--- src/rtl/irq_ctrl.sv ---
// Machine-level interrupt controller: latches timer/external requests, selects one cause by
// fixed priority, runs the valid/take handshake and the timer level-request/ack protocol.
module irq_ctrl #(
  parameter int unsigned SYNC_STAGES = 2
) (
  input  logic        clk,
  input  logic        rstn,
  input  logic        timer_int,
  output logic        timer_int_ack,
  input  logic        external_int,
  input  logic        global_ie,
  input  logic        mie_mtie,
  input  logic        mie_meie,
  output logic        irq_valid,
  output logic [31:0] irq_cause,
  input  logic        irq_take,
  input  logic        irq_done,
  output logic [1:0]  mip_bits,
  output logic        in_service
);

  localparam logic [31:0] CAUSE_EXT = 32'h8000_000B;
  localparam logic [31:0] CAUSE_TMR = 32'h8000_0007;

  typedef enum logic [1:0] {IDLE, REQ, SERVICE} state_t;

  state_t                 state_q, state_d;
  logic [SYNC_STAGES-1:0] sync_q;
  logic                   ext_prev_q;
  logic                   ext_pend_q, ext_pend_d;
  logic                   ack_block_q, ack_block_d;
  logic                   ack_q, ack_d;
  logic                   cause_ext_q, cause_ext_d;
  logic [31:0]            cause_q, cause_d;

  logic ext_edge, tmr_pend, ext_elig, tmr_elig, latched_elig;

  assign ext_edge     = sync_q[SYNC_STAGES-1] & ~ext_prev_q;
  assign tmr_pend     = timer_int & ~ack_block_q;
  assign ext_elig     = ext_pend_q & mie_meie;
  assign tmr_elig     = tmr_pend & mie_mtie;
  assign latched_elig = cause_ext_q ? ext_elig : tmr_elig;

  always_comb begin
    state_d     = state_q;
    ext_pend_d  = ext_pend_q;
    ack_block_d = ack_block_q;
    ack_d       = 1'b0;
    cause_ext_d = cause_ext_q;
    cause_d     = cause_q;
    if (!timer_int) ack_block_d = 1'b0;
    case (state_q)
      IDLE: begin
        if (global_ie && (ext_elig || tmr_elig)) begin
          state_d     = REQ;
          cause_ext_d = ext_elig;
          cause_d     = ext_elig ? CAUSE_EXT : CAUSE_TMR;
        end
      end
      REQ: begin
        if (irq_take) begin
          state_d = SERVICE;
          if (cause_ext_q) begin
            ext_pend_d = 1'b0;
          end else begin
            // Block the stale timer level from the ack cycle until the timer drops it.
            ack_d       = 1'b1;
            ack_block_d = 1'b1;
          end
        end else if (!global_ie || !latched_elig) begin
          state_d = IDLE;
        end
      end
      SERVICE: begin
        if (irq_done) state_d = IDLE;
      end
      default: state_d = IDLE;
    endcase
    // A new edge in the same cycle as the external take stays pending.
    if (ext_edge) ext_pend_d = 1'b1;
  end

  always_ff @(posedge clk or negedge rstn) begin
    if (!rstn) begin
      state_q     <= IDLE;
      sync_q      <= '0;
      ext_prev_q  <= 1'b0;
      ext_pend_q  <= 1'b0;
      ack_block_q <= 1'b0;
      ack_q       <= 1'b0;
      cause_ext_q <= 1'b0;
      cause_q     <= '0;
    end else begin
      state_q     <= state_d;
      sync_q      <= {sync_q[SYNC_STAGES-2:0], external_int};
      ext_prev_q  <= sync_q[SYNC_STAGES-1];
      ext_pend_q  <= ext_pend_d;
      ack_block_q <= ack_block_d;
      ack_q       <= ack_d;
      cause_ext_q <= cause_ext_d;
      cause_q     <= cause_d;
    end
  end

  assign timer_int_ack = ack_q;
  assign irq_valid     = (state_q == REQ);
  assign in_service    = (state_q == SERVICE);
  assign irq_cause     = cause_q;
  assign mip_bits      = {ext_pend_q, tmr_pend & rstn};

endmodule
--- config.mk ---
export PLATFORM = sky130hd
export DESIGN_NAME = irq_ctrl
export DESIGN_NICKNAME = d
export VERILOG_FILES = /design/src/rtl/irq_ctrl.sv
export SDC_FILE = /design/constraint.sdc
export NUM_CORES = 1
export LEC_CHECK = 0
export ABC_AREA = 1
export BUFFER_PORTS_ARGS = -buffer_cell sky130_fd_sc_hd__buf_4
export CORE_MARGIN = 1
export CORE_UTILIZATION = 40
export CTS_CLUSTER_SIZE = 8
export DETAILED_ROUTE_END_ITERATION = 10
export GPL_TIMING_DRIVEN = 0
export PLACE_DENSITY = 0.89
export SYNTH_ARGS = -nofsm -noshare
export SYNTH_HDL_FRONTEND = slang
export SYNTH_SLANG_ARGS = --single-unit
export TNS_END_PERCENT = 10
--- constraint.sdc ---
create_clock -name clk -period 1 [get_ports clk]
set_input_delay 0.05 -clock clk [delete_from_list [all_inputs] [get_ports clk]]
set_output_delay 0.05 -clock clk [all_outputs]
set_load 0.1 [all_outputs]
==> summary.md, run 1 <==
| Metric | Value |
|---|---|
| Worst clock skew | 2.55 ps |
| Root buffer cell | clkbuf_4 |
| CTS Buffer Depth | 2 |
| Failing checks | design-rule violations, negative setup slack |
| Peak supply drop | 0.00144 V |
| Fmax | 867 MHz |
| Row count | 14 |
| Ant diodes | 0 |
| FILL cells | 115 |
| Layout cells sized above 1 | 50.7% |
| Via count of the routed design | 594 |
| Layout Cells excl Fill | 154 |
| Area grow syn2layout | 65.9% |
| Register area | 279 sq um |
| Post-synthesis average cell area | 8.21 sq um |
| Final Hold Vio Count | 0 |
| Reg2Reg Capture Point | state_q[0] |
| Async set-reset flop share out of synthesis | 100% |
| Die Wd | 43.8 um |
| WS Path Type | reg2out |
| Hold_sp | timer_int |
| Levels on crit path | 3 |
| Synth Register Bits | 11 |
| Synth top area cells | dfrtp_1, buf_4, nand2_1 |
| Vias in the first global route | 487 |
| Buf/Inv on CP | 2 |
| Post-synthesis sequential area ratio | 39.4% |
| Global-route wire length before repair | 2080 um |
| Fin area | 1160 sq um |
| Placed insts | 145 |
| Routed WL | 1490 um |
| Hold Path Depth | 3 |
| Routability congestion estimate | 0.737 |
| P_leak | 0.667 nW |
| Slowest cell on the critical path | dfrtp_2 |
| FF-to-FF path depth | 5 |
| Final Power | 2.89 mW |
| Yosys top cell area share | 39.4% |
| Nets | 148 |
| Crit path DAT | 1100 ps |
| Top cells by count, synth | buf_4, nand2_1, dfrtp_1 |
| All-Layer GR Usage | 15.0% |
| Fin. max-slew vios | 0 |
| Worst R2R Start | state_q[1] |
| CP max FO | 5 |
| Period utilization | 115% |
| Sink Count | 11 |
| Cell Area, Placed | 957 sq um |
| H-tree levels | 1 |
| Netlist Area Pre-Place | 698 sq um |
| Setup TNS | -832 ps |
| CTS Buf Count | 3 |
| Multi-input gate area | 272 sq um |
| Initial core utilization | 44.3% |
| Top Ports | 46 |
| Routed Antenna Nets | 0 |
| Cell Chain, Critical Path | inv_2 -> nor2_4 -> buf_12 |
| Status | complete, but fails checks |
| Wire per inst | 9.69 um |
| Critical Path Sink | irq_valid |
| Initial antenna violation count | 0 |
| Yosys cell types | 16 |
| Port Buffers | 18 |
| CP Data Required Time | 950 ps |
| Total core area | 1580 sq um |
| Critical Path Sink Type | output port |
| HPWL after DPL | 1080 um |
| Vias per cell | 3.86 |
| CTS tree | done |
| Post-layout util | 73.5% |
| Worst stage delay on the critical path | 420 ps |
| Clk slew on worst S/H paths | 80 ps |
| Period minus WS final | 1150 ps |
| Pwr/cell area | 2500 nW/um^2 |
| Cells after synthesis | 85 |
| Post-synth EDFFs | 0 |
| Count leader, synth | buf_4 |
| Pre-antenna DRT Iters | 7 |
| Endpoints failing setup | 12 |
| Crit path launch | state_q[0] |
| Unrepaired setup endpoints after global routing | yes |
| # DRC | 6 |
| Die Height | 43.8 um |
| Number of max-cap violations | 0 |
| Final worst slack | -153 ps |
| Register-to-Register Setup Slack | -70 ps |
| Ys flop type | dfrtp_1 |
| Worst-Skew Late Latency | 280 ps |
| Setup crit start kind | flip-flop |
| Full die area | 1920 sq um |
| Yosys top cell by area | dfrtp_1 |
| Drt initial violations | 10 |
| Yosys Warn Count | 0 |
| CP top delay family | flip-flops |
| Pin count of the biggest net entering global routing | 12 |
| GRT Residual Overflow | 0 |
| Worst hold path class | in2reg |
-- worst min-delay path, cell delays in order --
cell and delay, ps:
buf_4 110, nand2_1 50, o21ai_1 60
-- how the worst min path moves through the flow --
stage             endpoint  slack, ps
3_3_place_gp     sync_q[0]       -110
2_1_floorplan  ack_block_q       -250
4_1_cts        ack_block_q         20
3_5_place_dp     sync_q[0]       -100
6_report       ack_block_q         40
5_1_grt        ack_block_q         40
-- stage by stage --
stage                     hold WS (ps)  setup slack, ps
final                             36.5             -153
after global routing              41.4             -202
after CTS                         18.0             -157
after detailed placement          -104            -39.1
after global placement            -111             22.7
after floorplan                   -246             -400
-- registers in the layout, summed over array words and instances (netlist names) --
| name | cells |
|---|---|
| irq_cause | 3 |
| state_q | 2 |
| sync_q | 2 |
| ack_block_q | 1 |
| ext_pend_q | 1 |
| ext_prev_q | 1 |
| timer_int_ack | 1 |
-- report_power, final --
group          leakage, nW  internal [mW]  switching, mW
combinational        0.521          0.542           1.38
sequential           0.128          0.546          0.104
clock               0.0177          0.148          0.174
total                0.667           1.24           1.66
-- routing by layer --
| layer | GRT usage [%] | part of all wire (%) | vias up |
|---|---|---|---|
| li1 | - | - | 302 |
| met4 | 5.63 | 0 | 0 |
| met2 | 29.3 | 58 | 30 |
| met5 | 0 | 0 | - |
| met1 | 15.2 | 34 | 262 |
| met3 | 3.33 | 8.0 | 0 |
-- cell usage in the layout (no fill, tap or decap), drive strengths merged --
| cell type | synthesis | routed |
|---|---|---|
| o31ai | 1 | 1 |
| conb | 1 | 27 |
| clkinv | 0 | 1 |
| clkbuf | 0 | 3 |
| dlygate4sd3 | 0 | 3 |
| nor2 | 10 | 10 |
| o21ai | 3 | 3 |
| nand3 | 3 | 3 |
| nand2 | 13 | 13 |
| inv | 11 | 11 |
| dfrtp | 11 | 11 |
| buf | 31 | 51 |
| a21oi | 1 | 1 |
-- cells by family (layout without fill, tap and decap cells) --
family	after synthesis	after routing	share of synthesized area (%)
other cells	1	27	0.537
compound gates	5	5	4.48
simple gates	26	26	16.3
buf+inv	42	69	39.2
flops	11	11	39.4
-- area by class of cell --
class | count | share of cell area (%)
sequential | 11 | 24.1
multi-input combinational | 58 | 23.4
timing repair buffer | 23 | 23.4
buffer | 31 | 21.4
inverter | 11 | 3.56
clock buffer | 3 | 1.94
tap | 16 | 1.73
clock inverter | 1 | 0.432
-- timing repair --
action / in CTS / in global routing
hold buffers: 3 / 0
setup endpoints to repair: 11 / 12
pin swaps: 1 / 2
buffers inserted: 1 / 1
resized for setup: 30 / 4
hold endpoints to repair: 13 / 0
No activity file was read; power rests on OpenSTA's default activity.
==> run 2, diff against run 1 <==
==> constraint.sdc (replaced) <==
create_clock -name clk -period 1 [get_ports clk]
set_input_delay 0.1 -clock clk [delete_from_list [all_inputs] [get_ports clk]]
set_output_delay 0.1 -clock clk [all_outputs]
set_load 0.1 [all_outputs]
==> run 2 against run 1 <==
  * The flow still finishes with violations (design-rule violations, negative setup slack)
  * Die area is the same
  * Routed wire length is 6.9% higher
  * Cell count stayed put
  * Clock power fell by 2%
  * Largest power group unchanged
  * Non-clock buffer count is the same
==> summary.md, run 2 (synthesis results as in run 1) <==
| Metric | Value |
|---|---|
| Wire per inst | 10.4 um (+6.9%) |
| Via count of the routed design | 616 (+3.7%) |
| Root buffer cell | clkbuf_4 |
| Number of max-cap violations | 0 (unchanged) |
| Vias per cell | 4.00 (+3.7%) |
| CTS Buffer Depth | 2 (unchanged) |
| Final Power | 2.94 mW (+1.7%) |
| Routed Antenna Nets | 0 (unchanged) |
| Period minus WS final | 1200 ps (+42.5 ps) |
| Area grow syn2layout | 67.2% |
| Total core area | 1580 sq um (unchanged) |
| Unrepaired setup endpoints after global routing | yes |
| GRT Max-Usage Layer | met2 |
| Pin count of the biggest net entering global routing | 12 (unchanged) |
| Setup crit start kind | flip-flop |
| Routed WL | 1600 um (+6.9%) |
| Fmax | 836 MHz (-3.6%) |
| Worst hold path class | in2reg |
| Initial core utilization | 44.3% (unchanged) |
| Multi-input gate area | 275 sq um (+1.4%) |
| GRT Residual Overflow | 0 (unchanged) |
| Worst stage delay on the critical path | 410 ps (about the same) |
| Nets | 148 (unchanged) |
| Period utilization | 120% (+4.3 points) |
| # DRC | 6 (unchanged) |
| Critical Path Sink Type | output port |
| Ant diodes | 0 (unchanged) |
| Most frequent cells in the layout | buf_4, conb_1, nand2_1, inv_1, dfrtp_1 |
| Peak supply drop | 0.00134 V (-7.3%) |
| Vias in the first global route | 495 (+1.6%) |
| Cell Area, Placed | 957 sq um (unchanged) |
| CTS tree | done |
| Layout cells sized above 1 | 52.2% (+1.4 points) |
| Met1 Track Usage GR | 14.4% (-0.75 points) |
| Worst-Skew Late Latency | 280 ps (about the same) |
| All-Layer GR Usage | 15.4% (+0.36 points) |
| HPWL after DPL | 1080 um (unchanged) |
| Endpoints failing setup | 12 (unchanged) |
| Port Buffers | 18 (unchanged) |
| Met3 GRT Util | 3.75% (+0.42 points) |
| Pwr/cell area | 2520 nW/um^2 (+0.95%) |
| Slowest cell on the critical path | dfrtp_1 |
| Die Height | 43.8 um (unchanged) |
| Routability congestion estimate | 0.737 (unchanged) |
| Full die area | 1920 sq um (unchanged) |
| CP max FO | 2 (-3) |
| Final Hold Vio Count | 0 (unchanged) |
| Top Ports | 46 (unchanged) |
| Flip-flop count of the largest register after layout | 3 (unchanged) |
| Crit path DAT | 1100 ps (about the same) |
| CP Data Required Time | 900 ps (-50 ps) |
| Register area | 279 sq um (unchanged) |
| Global-route wire length before repair | 2120 um (+2.0%) |
| WS Path Type | reg2out |
| Commonest non-fill, non-tap cell in the layout | buf_4 |
| FILL cells | 110 (-4.3%) |
| H-tree levels | 1 (unchanged) |
| Sink Count | 11 (unchanged) |
| Cell Chain, Critical Path | inv_2 -> nand2_4 -> nor2_4 -> buf_12 |
| Fin area | 1170 sq um (+0.76%) |
| Initial antenna violation count | 0 (unchanged) |
| Row count | 14 (unchanged) |
| P_leak | 0.669 nW (+0.31%) |
| Worst clock skew | 6.40 ps (+3.85 ps) |
| Failing checks | design-rule violations, negative setup slack |
| CTS Buf Count | 3 (unchanged) |
| Die Wd | 43.8 um (unchanged) |
| Fin. max-slew vios | 0 (unchanged) |
| Clk slew on worst S/H paths | 80 ps (about the same) |
| Met2 GRT Util | 31.0% (+1.8 points) |
| Final worst slack | -196 ps (-42.5 ps) |
| Status | complete, but fails checks |
| Pre-antenna DRT Iters | 7 (unchanged) |
| Drt initial violations | 10 (unchanged) |
[run 2: changes by cell type in the layout (fill, tap and decap cells not counted), sizes merged]
cell	previous run	this run
dlygate4sd3	3	2
buf	51	52
[run 2: cell type report]
class / instances / area share [%]
multi-input cells: 58 / 23.6
flip-flops and latches: 11 / 23.9
clock buffers: 3 / 1.93
inverters: 11 / 3.54
repair buffers: 23 / 24.0
clock inverters: 1 / 0.429
well taps: 16 / 1.71
plain buffers: 31 / 20.9
[run 2: repair_timing]
item,CTS,global route
endpoints found under the hold margin,12,0
buffers inserted,1,2
gates resized for setup,31,7
hold buffers,2,0
setup endpoints to repair,12,14
pin swaps,1,2
[run 2: per-layer routing]
layer	routed length [um]	part of all wire, %
met4	36	2.3
met2	898	56
met1	519	33
met5	0	0
met3	141	8.8
[run 2: worst paths after layout]
path | start | slack, ps | cells past startpoint | to
min | irq_done | 30 | 2 | state_q[1]
max | ack_block_q | -200 | 4 | mip_bits[0]
max in group asynchronous | rstn | 320 | 2 | irq_cause[1]
min in group asynchronous | rstn | 320 | 2 | sync_q[0]
min reg2reg | sync_q[0] | 350 | 0 | sync_q[1]
max reg2reg | ack_block_q | -160 | 7 | state_q[0]
[run 2: power by group]
group          total [mW]  switching (mW)  internal [mW]
registers           0.659           0.113          0.546
logic                1.97            1.39          0.572
clock network       0.314           0.166          0.148
total                2.94            1.67           1.27
[run 2: stage by stage]
step / setup slack, ps / utilization (%) / instances / setup TNS [ps] / hold WS [ps]
4_1_cts: -207 / 71.8 / 152 / -1050 / 30.6
2_1_floorplan: -400 / - / 111 / -2540 / -196
5_1_grt: -240 / 74.0 / 154 / -1850 / 28.9
3_5_place_dp: -39.1 / 60.7 / 145 / -77.0 / -53.6
6_report: -196 / 74.0 / 154 / -1410 / 31.3
3_3_place_gp: 22.7 / 60.7 / 145 / 0 / -60.5
[run 2: critical path: cells and delay by family, from the launching register on]
family                 cells  cell delay (ps)
DFF                        1              410
and+or+nand+nor            2              150
buffers and inverters      2              260
==> run 3, diff against run 2 <==
- CTS_CLUSTER_SIZE: 8 -> not set
- GPL_TIMING_DRIVEN: 0 -> not set
- SKIP_CTS_REPAIR_TIMING: not set -> 1
==> run 3 against run 2 <==
  * The flow still finishes with violations (design-rule violations, negative setup slack)
  * Cell count fell by 21%
  * First-iteration DRC count increased by 20%
  * Design area fell by 24%
  * Hold slack lost 3.4 ps
  * Register-to-register slack better by 130 ps
  * Clock skew shrank 0.77 ps
  * Die area unchanged
  * Total power is 7.5% lower
  * Combinational power fell by 11%
==> summary.md, run 3 (synthesis results as in run 1) <==
| Metric | Value |
|---|---|
| Total core area | 1580 sq um (unchanged) |
| Routability congestion estimate | 0.776 (+5.3%) |
| Full die area | 1920 sq um (unchanged) |
| CP Data Required Time | 900 ps (about the same) |
| Fin area | 888 sq um (-24%) |
| # DRC | 9 (+3) |
| Post-layout util | 56.3% (-18 points) |
| Worst clock skew | 5.63 ps (-0.771 ps) |
| Die Wd | 43.8 um (unchanged) |
| Failing checks | design-rule violations, negative setup slack |
| CTS tree | done |
| Status | complete, but fails checks |
| CP max FO | 2 (unchanged) |
| Layout cells sized above 1 | 35.8% (-16 points) |
| Final Power | 2.72 mW (-7.5%) |
| Initial antenna violation count | 0 (unchanged) |
| Setup crit start kind | flip-flop |
| Buf/Inv on CP | 2 (unchanged) |
| WS Path Type | reg2out |
| Placed insts | 116 (-20%) |
| Gate power share | 64.2% (-2.7 points) |
| All-Layer GR Usage | 13.5% (-1.9 points) |
| Drt initial violations | 12 (+2) |
| Cell Chain, Critical Path | inv_2 -> nand2_4 -> nor2_4 -> buf_12 |
| Row count | 14 (unchanged) |
| Power share of the clock group | 11.4% (+0.7 points) |
| CTS Buf Count | 3 (unchanged) |
| Layout Cells excl Fill | 122 (-21%) |
| Final worst slack | -197 ps (-1.53 ps) |
| Worst-Skew Late Latency | 270 ps (about the same) |
| FILL cells | 133 (+21%) |
| Setup TNS | -679 ps (+731 ps) |
| Crit path DAT | 1100 ps (about the same) |
| Int Pwr | 1.11 mW (-12%) |
| HPWL after DPL | 943 um (-12%) |
| Part of the power in registers | 24.4% (+2.0 points) |
| Initial core utilization | 44.3% (unchanged) |
| Endpoints failing setup | 8 (-4) |
| Unrepaired setup endpoints after global routing | yes |
| Via count of the routed design | 493 (-20%) |
| P_leak | 0.484 nW (-28%) |
| Ant diodes | 0 (unchanged) |
| Nets | 116 (-22%) |
| Area grow syn2layout | 27.2% |
| Fmax | 835 MHz (-0.13%) |
| CP top delay family | flip-flops |
| Fin. max-slew vios | 0 (unchanged) |
| Port Buffers | 18 (unchanged) |
| Final Hold Vio Count | 0 (unchanged) |
| Global-route wire length before repair | 1790 um (-15%) |
| Final hold slack | 27.9 ps (-3.42 ps) |
| GRT Residual Overflow | 0 (unchanged) |
| Slowest cell on the critical path | dfrtp_1 |
| Routed Antenna Nets | 0 (unchanged) |
| Worst stage delay on the critical path | 400 ps (about the same) |
| Flip-flop count of the largest register after layout | 3 (unchanged) |
| Die Height | 43.8 um (unchanged) |
| Number of max-cap violations | 0 (unchanged) |
| Pwr/cell area | 3060 nW/um^2 (+22%) |
| Switch Pwr | 1.61 mW (-3.7%) |
| Most frequent cells in the layout | conb_1, nand2_1, buf_4, inv_1, dfrtp_1 |
| Vias per cell | 4.04 (+1.0%) |
| Peak supply drop | 0.00126 V (-5.8%) |
| Vias in the first global route | 457 (-7.7%) |
| Pin count of the biggest net entering global routing | 12 (unchanged) |
| Clk slew on worst S/H paths | 80 ps (about the same) |
| Root buffer cell | clkbuf_4 |
| Worst hold path class | in2reg |
| Routed WL | 1210 um (-24%) |
| Pre-CTS WS | 1.76 ps (+40.8 ps) |
| Period minus WS final | 1200 ps (+1.53 ps) |
| CTS Buffer Depth | 2 (unchanged) |
| Top Ports | 46 (unchanged) |
| H-tree levels | 1 (unchanged) |
| Pre-antenna DRT Iters | 7 (unchanged) |
| Wire per inst | 9.89 um (-4.6%) |
| Commonest non-fill, non-tap cell in the layout | conb_1 |
| Cell Area, Placed | 739 sq um (-23%) |
| Sw Share | 59.2% (+2.3 points) |
| Sink Count | 11 (unchanged) |
| Period utilization | 120% (+0.15 points) |
| Critical Path Sink Type | output port |
==> run 3: changes by cell type in the layout (fill, tap and decap cells not counted), sizes merged <==
cell and delta:
buf -32
==> run 3: path summary, 6_finish.rpt <==
| check | from | to | slack, ps | cells after the start |
|---|---|---|---|---|
| worst max-delay path | ack_block_q | mip_bits[0] | -200 | 4 |
| worst min-delay path | irq_done | state_q[1] | 30 | 2 |
| worst max register to register | state_q[1] | irq_cause[3] | -30 | 4 |
| worst min register to register | sync_q[0] | sync_q[1] | 350 | 0 |
| max in group asynchronous | rstn | irq_cause[3] | 560 | 3 |
| min in group asynchronous | rstn | sync_q[1] | 270 | 3 |
==> run 3: power by group through the flow <==
| stage | registers [mW] | clock network [mW] | logic, mW |
|---|---|---|---|
| 2_1_floorplan | 0.800 | 0 | 1.25 |
| 3_3_place_gp | 0.626 | 0 | 1.52 |
| 3_5_place_dp | 0.638 | 0 | 1.53 |
| 4_1_cts | 0.628 | 0.318 | 1.54 |
| 5_1_grt | 0.681 | 0.337 | 1.80 |
| 6_report | 0.664 | 0.312 | 1.75 |
==> run 3: cell type report <==
cell class / count / area (sq um) / area share (%)
repair buffers: 22 / 246 / 27.7
clock buffers: 3 / 22.5 / 2.54
well taps: 16 / 20.0 / 2.25
inverters: 11 / 41.3 / 4.65
flip-flops and latches: 11 / 279 / 31.4
clock inverters: 1 / 5.00 / 0.563
multi-input cells: 58 / 274 / 30.8
==> run 3: worst register-to-register path, stage by stage (launching register included) <==
cell	delay [ps]
dfrtp_1	420
inv_2	120
nand3_1	120
nor2_1	140
o21ai_0	100
==> run 3: layer usage <==
layer	vias to the layer above	wire [um]	share of wire (%)	GRT usage [%]
li1	239	-	-	-
met1	216	441	37	13.0
met2	34	644	53	22.7
met3	4	92	7.6	4.58
met4	0	27	2.2	11.9
met5	-	0	0	0
